## config.mk

```make
export PLATFORM = sky130hd
export DESIGN_NAME = b2b_event_router
export DESIGN_NICKNAME = d
export VERILOG_FILES = /design/src/rtl/b2b_router_pkg.sv /design/src/rtl/b2b_rr_arbiter.sv /design/src/rtl/b2b_event_router.sv
export SDC_FILE = /design/constraint.sdc
export NUM_CORES = 2
export LEC_CHECK = 0
export CORE_AREA = 4 4 648 650
export CTS_BUF_LIST = sky130_fd_sc_hd__clkbuf_8
export DETAILED_ROUTE_END_ITERATION = 8
export DIE_AREA = 0 0 652 654
export MAX_ROUTING_LAYER = met4
export PLACE_DENSITY = 0.33
export SYNTH_ARGS = -nofsm -noshare
export SYNTH_HDL_FRONTEND = slang
export SYNTH_SLANG_ARGS = --single-unit
```

## constraint.sdc

```tcl
create_clock -name clock -period 13.5 [get_ports clock]
set_input_delay 2.7 -clock clock [delete_from_list [all_inputs] [get_ports clock]]
set_output_delay 2.7 -clock clock [all_outputs]
set_load 0.03 [all_outputs]
```

## src/rtl/b2b_router_pkg.sv

```systemverilog
// b2b_router_pkg: marker constants, FSM states and header/footer decode for the event router
package b2b_router_pkg;

    localparam logic [7:0] HDR_MARK = 8'hAB;
    localparam logic [7:0] FTR_MARK = 8'hCD;
    localparam int MARK_HI = 63;
    localparam int MARK_LO = 56;

    typedef enum logic {IDLE, FORWARD} state_t;

    function automatic logic is_header(input logic flag, input logic [7:0] mark);
        return flag && (mark == HDR_MARK);
    endfunction

    function automatic logic is_footer(input logic flag, input logic [7:0] mark);
        return flag && (mark == FTR_MARK);
    endfunction

endpackage

```

## src/rtl/b2b_rr_arbiter.sv

```systemverilog
// b2b_rr_arbiter: rotating-priority grant starting after the last winner, updated on advance
module b2b_rr_arbiter #(
    parameter int N = 4,
    localparam int IW = $clog2(N)
) (
    input  logic          clock,
    input  logic          reset,
    input  logic [N-1:0]  req,
    input  logic          advance,
    output logic          valid,
    output logic [IW-1:0] grant
);

    logic [IW-1:0] last;

    // scan downward so the closest requester after last wins
    always_comb begin
        valid = |req;
        grant = '0;
        for (int k = N; k >= 1; k--)
            if (req[(int'(last) + k) % N]) grant = IW'((int'(last) + k) % N);
    end

    // remember the winner only when the grant is actually taken
    always_ff @(posedge clock) begin
        if (reset) last <= IW'(N - 1);
        else if (advance) last <= grant;
    end

endmodule

```

## src/rtl/b2b_event_router.sv

```systemverilog
// b2b_event_router: whole-event round-robin multicast router; B2B_ROUTER_STATS_EN builds the counters
module b2b_event_router
    import b2b_router_pkg::*;
#(
    parameter int DATA_WIDTH = 65,
    parameter int N_INPUTS   = 4,
    parameter int N_OUTPUTS  = 14
) (
    input  logic                                  clock,
    input  logic                                  reset,
    input  logic [N_INPUTS-1:0][DATA_WIDTH-1:0]   in_data,
    input  logic [N_INPUTS-1:0]                   in_empty,
    output logic [N_INPUTS-1:0]                   in_rd_en,
    output logic [N_OUTPUTS-1:0][DATA_WIDTH-1:0]  out_data,
    output logic [N_OUTPUTS-1:0]                  out_wren,
    input  logic [N_OUTPUTS-1:0]                  out_almost_full,
    output logic                                  busy,
    output logic [31:0]                           drop_count,
    output logic [N_OUTPUTS-1:0][31:0]            out_event_count
);

    localparam int IW = $clog2(N_INPUTS);

    state_t state, state_n;
    logic [IW-1:0] sel, sel_n, arb_grant, jsel;
    logic [N_OUTPUTS-1:0] mask, mask_n, wr_mask, cand_mask;
    logic [N_INPUTS-1:0] hdr, junk, rd;
    logic [DATA_WIDTH-1:0] word;
    logic gap, arb_valid, advance, foot;

    b2b_rr_arbiter #(.N(N_INPUTS)) u_arb (
        .clock(clock),
        .reset(reset),
        .req(hdr),
        .advance(advance),
        .valid(arb_valid),
        .grant(arb_grant)
    );

    // classify each FIFO head and find the lowest non-header head to discard
    always_comb begin
        jsel = '0;
        for (int i = 0; i < N_INPUTS; i++) begin
            hdr[i]  = ~in_empty[i] & is_header(in_data[i][DATA_WIDTH-1], in_data[i][MARK_HI:MARK_LO]);
            junk[i] = ~in_empty[i] & ~hdr[i];
        end
        for (int i = N_INPUTS - 1; i >= 0; i--)
            if (junk[i]) jsel = IW'(i);
    end

    // pop/route decision: header grant or drop in IDLE, gated word transfer in FORWARD
    always_comb begin
        state_n   = state;
        sel_n     = sel;
        mask_n    = mask;
        rd        = '0;
        wr_mask   = '0;
        advance   = 1'b0;
        cand_mask = in_data[arb_grant][N_OUTPUTS-1:0];
        word      = (state == IDLE && arb_valid) ? in_data[arb_grant] : in_data[sel];
        foot      = is_footer(word[DATA_WIDTH-1], word[MARK_HI:MARK_LO]);
        if (state == IDLE) begin
            if (!gap && arb_valid) begin
                if ((cand_mask & out_almost_full) == '0) begin
                    rd[arb_grant] = 1'b1;
                    wr_mask       = cand_mask;
                    advance       = 1'b1;
                    sel_n         = arb_grant;
                    mask_n        = cand_mask;
                    state_n       = FORWARD;
                end
            end else if (!gap && |junk) begin
                rd[jsel] = 1'b1;
            end
        end else if (!in_empty[sel] && (mask & out_almost_full) == '0) begin
            rd[sel] = 1'b1;
            wr_mask = mask;
            if (foot) state_n = IDLE;
        end
    end

    assign in_rd_en = reset ? '0 : rd;
    assign busy     = (state == FORWARD);

    // state, latched event context and the registered write port
    always_ff @(posedge clock) begin
        if (reset) begin
            state    <= IDLE;
            sel      <= '0;
            mask     <= '0;
            gap      <= 1'b0;
            out_wren <= '0;
            out_data <= '0;
        end else begin
            state    <= state_n;
            sel      <= sel_n;
            mask     <= mask_n;
            gap      <= (state == FORWARD) && (state_n == IDLE);
            out_wren <= wr_mask;
            for (int j = 0; j < N_OUTPUTS; j++)
                if (wr_mask[j]) out_data[j] <= word;
        end
    end

`ifdef B2B_ROUTER_STATS_EN
    logic drop;

    assign drop = (state == IDLE) && |rd && !advance;

    // saturating drop and per-output delivered-event counters
    always_ff @(posedge clock) begin
        if (reset) begin
            drop_count      <= '0;
            out_event_count <= '0;
        end else begin
            if (drop && drop_count != '1) drop_count <= drop_count + 32'd1;
            for (int j = 0; j < N_OUTPUTS; j++)
                if (wr_mask[j] && foot && out_event_count[j] != '1)
                    out_event_count[j] <= out_event_count[j] + 32'd1;
        end
    end
`else
    assign drop_count      = '0;
    assign out_event_count = '0;
`endif

endmodule
```

### Word level (Yosys, flattened, before mapping)

Index checks and enable logic that the tools add are counted.

| cells by class | value |
|---|---|
| $add $sub $neg | 4 |
| $lt $le $gt $ge | 10 |
| equality and inequality tests | 5 |
| multiplexer cells | 49 |
| bitwise logic cells | 24 |
| reduce and logical (&&, ||, !) cells | 24 |

Operators with widths:

| kind | number |
|---|---|
| $bmux W65 S2 | 2 |
| $mux W65 | 3 |
| $mux W14 | 4 |
| $eq A8 B8 Y1 const B | 5 |
| $and A14 B14 Y14 | 2 |
| $logic_not A14 Y1 | 2 |
| $mux W4 | 6 |
| $mux W1 | 18 |
| $lt A3 B4 Y1 const B | 4 |
| $mux W2 | 8 |
| $logic_and A1 B1 Y1 | 13 |
| $bmux W1 S2 | 5 |
| $not A1 Y1 | 10 |
| $lt A2 B3 Y1 const B | 3 |
| $and A1 B1 Y1 | 8 |
| $reduce_or A2 Y1 | 4 |
| $reduce_or A4 Y1 | 2 |
| $demux W1 S2 | 3 |
| $ge A2 B1 Y1 const B | 3 |
| $add A2 B1 Y2 const B | 2 |
| $add A2 B2 Y2 const B | 2 |
| $and A1 B1 Y1 const A | 4 |
| $reduce_and A3 Y1 | 1 |
| $logic_not A1 Y1 | 2 |

| word-level totals | value |
|---|---|
| bits in registers | 944 |
| input port bits | 280 |
| output and inout port bits | 1409 |
| word-level logic and storage cells | 136 |

### Depth between registers and ports, before layout

| logic depth | value |
|---|---|
| depth after elaboration | 20 |
| mapped depth | 16 |
| gate-level depth less buffers | 10 |

### Cells and area by module

Synthesis repeated with hierarchy kept, for this count alone.

| second synthesis, totals | value |
|---|---|
| cells, all modules | 4237 |
| area, all modules | 44532.7 um^2 |

Modules (own cells, without submodules):

| module | times used | cells an instance | area an instance (um^2) | seq. area each (um^2) |
|---|---|---|---|---|
| b2b_event_router | 1 | 4214 | 44346.3 | 18858.1 |
| b2b_rr_arbiter | 1 | 23 | 186.4 | 40.0 |

### Worst setup path after synthesis

OpenSTA, ideal clock, no wires.

| timing path | value |
|---|---|
| path kind | input to output |
| from | in in_data[257] (netlist bit) |
| to | out in_rd_en[3] |
| data arrival time | 6440 ps |
| data required time | 10800 ps |
| setup slack | 4360 ps |
| stages on the path | 11 |
| buffers on the path | 1 |
| path through | nand4bb_1 -> or4_4 -> o221a_2 -> nor3_4 -> buf_6 -> mux2_2 -> a311oi_1 -> o2111ai_1 -> nor3_1 -> nand3_1 -> a221oi_1 |

| between the ends | value |
|---|---|
| longest elaborated chain between the ends | 18 |
| elaborated cells on any way between the ends | 48 |
| classes of those cells | order compare (4); eq/ne (1); mux (31); bitwise (4); reduce/logical (8) |

RTL lines:

| item | RTL line | source |
|---|---|---|
| start: declaration | b2b_event_router.sv:11 | `input logic [N_INPUTS-1:0][DATA_WIDTH-1:0] in_data,` |
| $eq A8 B8 Y1 * | b2b_router_pkg.sv:12 | `return flag && (mark == HDR_MARK);` |
| $logic_and A1 B1 Y1 * | b2b_router_pkg.sv:12 |  |
| $and A1 B1 Y1 * | b2b_event_router.sv:44 | `hdr[i] = ~in_empty[i] & is_header(in_data[i][DATA_WIDTH-1], in_data[i][MARK_HI:MARK_LO]);` |
| $bmux W1 S2 | b2b_rr_arbiter.sv:21 | `if (req[(int'(last) + k) % N]) grant = IW'((int'(last) + k) % N);` |
| $mux W1 (not written as such) (2 in a row) | b2b_rr_arbiter.sv:21 |  |
| $mux W2 (4 in a row) | b2b_rr_arbiter.sv:21 |  |
| $bmux W65 S2 (tied with other cells) | b2b_event_router.sv:59 | `cand_mask = in_data[arb_grant][N_OUTPUTS-1:0];` |
| $mux W65 / $logic_and A1 B1 Y1 (equally long branches) | - |  |
| $and A14 B14 Y14 / $mux W1 (equally long branches) | b2b_event_router.sv:64, b2b_event_router.sv:65 |  |
| $logic_not A14 Y1 / $demux W1 S2 (equally long branches) | b2b_event_router.sv:64, b2b_event_router.sv:65 |  |
| $mux W4 | b2b_event_router.sv:64 | `if ((cand_mask & out_almost_full) == '0) begin` |
| $mux W4 * | b2b_event_router.sv:63 | `if (!gap && arb_valid) begin` |
| $mux W4 * | b2b_event_router.sv:62 | `if (state == IDLE) begin` |
| $mux W4 * | b2b_event_router.sv:82 | `assign in_rd_en = reset ? '0 : rd;` |
| end: declaration | b2b_event_router.sv:13 | `output logic [N_INPUTS-1:0] in_rd_en,` |

Every way passes the cells marked *; elsewhere a longest branch is shown, timed or not. The select of a mux whose other input is x is not followed.

### Final worst setup path

| timing path | value |
|---|---|
| from | in in_data[190] (netlist bit) |
| to | out in_rd_en[3] |

The elaborated chain is that of the path after synthesis.

==> flow_summary_export.csv <==
group,metric,value,unit
place,pre_cts_ws,2.23,ns
critical_path,worstSetupPathType,"primary input to output pin",
synth,netlist_area,43400,sq um
synth,synthArstFlopShare,0,%
synth,synth_seq_area_share,43.5,%
global_route,grt_pass1_vias,36400,
finish,final_util,15.4,%
cts,htree_num_levels,4,
cts,cts_tree,"done",
synth,synthCells,4413,
floorplanning,core_area,413000,sq um
timing,final.min_clock_period,11.35,ns
global_route,met3_usage,3.18,%
run,drv_cap,0,
cts,numCtsBuffers,201,
critical_path,worst_ep_required_time,10.80,ns
timing,min_period_over_period,84.1,%
floorplanning,rows,236,
cts,cts_resized,0,
critical_path,critPathMaxFanout,13,
floorplanning,die-area,426000,sq um
pwr,vdd_drop_max,0.0689,mV
global_route,busiest_layer,"met2",
timing,layout_setup_ws,2.15,ns
cts,clk_latency,1.00,ns
synth,syn_area_per_cell,9.85,sq um
critical_path,arrival,8.65,ns
timing,worst_pin_slew,1.14,ns
global_route,antenna_found_initial,66,
outcome,status,"finished clean",
cts,clk_path_buf_depth,4,
global_route,globalRoute.totalOverflow,0,
critical_path,slowest_stage,"nor3_1",
global_route,grt_usage,12.5,%
global_route,grt_max_degree,189,
finish,layout-drive-gt1-share,9.34,%
timing,finalHoldViolCount,0,
pwr,pwr_density_cell,105,nW/um^2
place,port_buffers,1208,
cts,clk_pin_slew,0.05,ns
global_route,grt_first_pass_wirelength,352000,microns
synth,yosysWarnings,0,
floorplanning,io_pins,1689,
floorplanning,die_h,654,microns
critical_path,path_cells,"clkdlybuf4s50_1 > nand4bb_1 > or3_1 > and2_0 > nor3_4 > buf_4 > mux2i_1 > mux2i_2 > a2111o_1 > nor3_1 > nand3_1 > a221oi_1 > clkdlybuf4s50_1",
pwr,p_leak,25.2,nW
timing,drv_slew,0,
place,dp_hpwl,199000,microns
route,drt_iter0_drc,2265,
route,vias_per_cell,3.27,
floorplanning,start_util,10.5,%
synth,synth_edf_count,0,
finish,area_growth_syn_to_layout,46.9,%
cts,root_buffer,"clkbuf_8",
floorplanning,dieWidth,652,microns
cts,cts.sinks,944,
critical_path,path_common_cell,"clkdlybuf4s50_1",
critical_path,end_kind,"output pin",
route,wl,273000,microns
route,drcViolationCount,0,
timing,rsz0062_at_grt,"no",
min_path,hold_path_class,"flip-flop to flip-flop",
timing,setup_violations,0,
route,drtAntennaViolNets,0,
critical_path,startpoint_type,"primary input",
synth,synth-main-ff-cell,"dfxtp_1",
place,gp_congestion,0.835,
critical_path,slowest_delay,0.82,ns
cts,postCtsHoldBufs,0,
route,vias,36600,
timing,slew_headroom,24.2,%
global_route,grtUsageMet1,13.2,%
timing,tns,0,ns
timing,clock_skew,0.118,ns
finish,nNetsFinal,5810,
global_route,use_met2,22.6,%
synth,synth_cell_types,70,
synth,synth-seq-cells,944,
timing,fmax,88.1,MHz
route,avgRoutedWirePerCell,24.4,microns
cts,cts_post_setup_buffers_inserted,0,
route,first_pass_iters,6,
-- logic make-up (layout without fill, tap and decap cells) --
| logic type | count (synthesis) | in the layout | share of synthesized area [%] |
|---|---|---|---|
| flops | 944 | 944 | 43.5 |
| other cells | 1 | 512 | 0.00863 |
| mux | 629 | 629 | 16.4 |
| buf+inv | 873 | 1667 | 13.0 |
| simple gates | 1424 | 1424 | 19.7 |
| compound gates | 542 | 542 | 7.35 |
-- area by class of cell --
type                    instances  area, sq um
flip-flops and latches        944        18900
multi-input cells            3075        20800
well taps                    5474         6850
inverters                       3         11.3
clock buffers                 254         3500
clock inverters               105          759
fillers                     46400       349000
diodes                         32         80.1
repair buffers               1305        12900
-- synthesized netlist by cell type (4+ instances only) --
library cell / n / area (sq um)
a31oi_1: 5 / 31.3
a22oi_1: 6 / 45.0
and3_1: 6 / 37.5
a222oi_1: 4 / 40.0
buf_2: 54 / 270
nand2_1: 259 / 972
o22ai_1: 4 / 25.0
mux2i_1: 557 / 5580
mux2_2: 4 / 45.0
buf_1: 12 / 45.0
a21boi_0: 4 / 30.0
nand2b_1: 536 / 3350
buf_6: 57 / 642
nor3_1: 8 / 40.0
buf_4: 499 / 3750
a21oi_1: 16 / 80.1
clkbuf_1: 247 / 927
dfxtp_1: 944 / 18900
o41a_1: 6 / 67.6
mux4_2: 66 / 1490
or4_1: 8 / 60.1
o21ai_1: 139 / 696
nor4_1: 5 / 31.3
o21bai_1: 5 / 37.5
o21ai_0: 262 / 1310
nand3_1: 144 / 721
a22oi_4: 8 / 170
nand3b_1: 392 / 2940
nor2_1: 35 / 131
a211oi_1: 6 / 45.0
a21o_1: 57 / 428
-- power breakdown --
part / switching, mW / total (mW) / internal, mW
Sequential: 0.0000816 / 2.79 / 2.79
Clock: 1.47 / 3.35 / 1.88
Combinational: 0.430 / 0.593 / 0.162
Total: 1.90 / 6.73 / 4.83
-- cells in the final DEF (no fill, tap or decap), types with 5 or more instances in the layout --
master,n
clkdlybuf4s50_1,1207
dfxtp_1,942
mux2i_1,557
nand2b_1,533
conb_1,480
nand3b_1,392
o21ai_0,262
nand2_1,258
clkbuf_8,254
nand3_1,144
o21ai_1,139
buf_4,93
inv_1,74
mux4_2,66
nor2_1,35
a21o_2,33
diode_2,32
a21o_1,22
a21oi_1,15
clkinv_2,12
bufinv_16,10
nor3_1,8
or4_1,8
a22oi_4,8
a22oi_1,6
and3_1,6
a211oi_1,6
o41a_2,6
nor4_1,5
a31oi_1,5
-- path summary, 6_finish.rpt --
check	slack, ns	end	start	cells after the start
max	2.15	in_rd_en[3]	in_data[190]	13
min	0.47	out_data[849]	out_data[849]	2
max reg2reg	7.95	out_data[443]	u_arb.last[1]	14
min reg2reg	0.47	out_data[849]	out_data[849]	2
-- through the flow --
stage,cell area (sq um),hold WS [ns],std cells,total power [mW]
final,63800,0.472,11200,6.73
after global routing,63800,0.487,11200,7.05
after CTS,63700,0.476,11200,6.94
after detailed placement,59500,0.465,10800,3.46
after global placement,59500,0.461,10800,3.45
after floorplan,45200,0.466,4892,3.28
-- critical path, delay by kind of cell --
kind / cells / cell delay (ns)
buf+inv: 3 / 1.61
simple gates: 6 / 2.98
mux: 2 / 0.39
compound gates: 2 / 0.96
-- flip-flops by register name, indices dropped and copies added, names as in the netlist --
name,flops
gap,1
u_arb.last,2
out_wren,14
out_data,910
sel,2
busy,1
mask,14
-- layer usage --
metal,part of all wire [%],up-vias
met2,52,1537
met3,6.7,356
met5,0,-
li1,-,16500
met1,38,18200
met4,3.2,0
(Power assumes the default switching activity.)
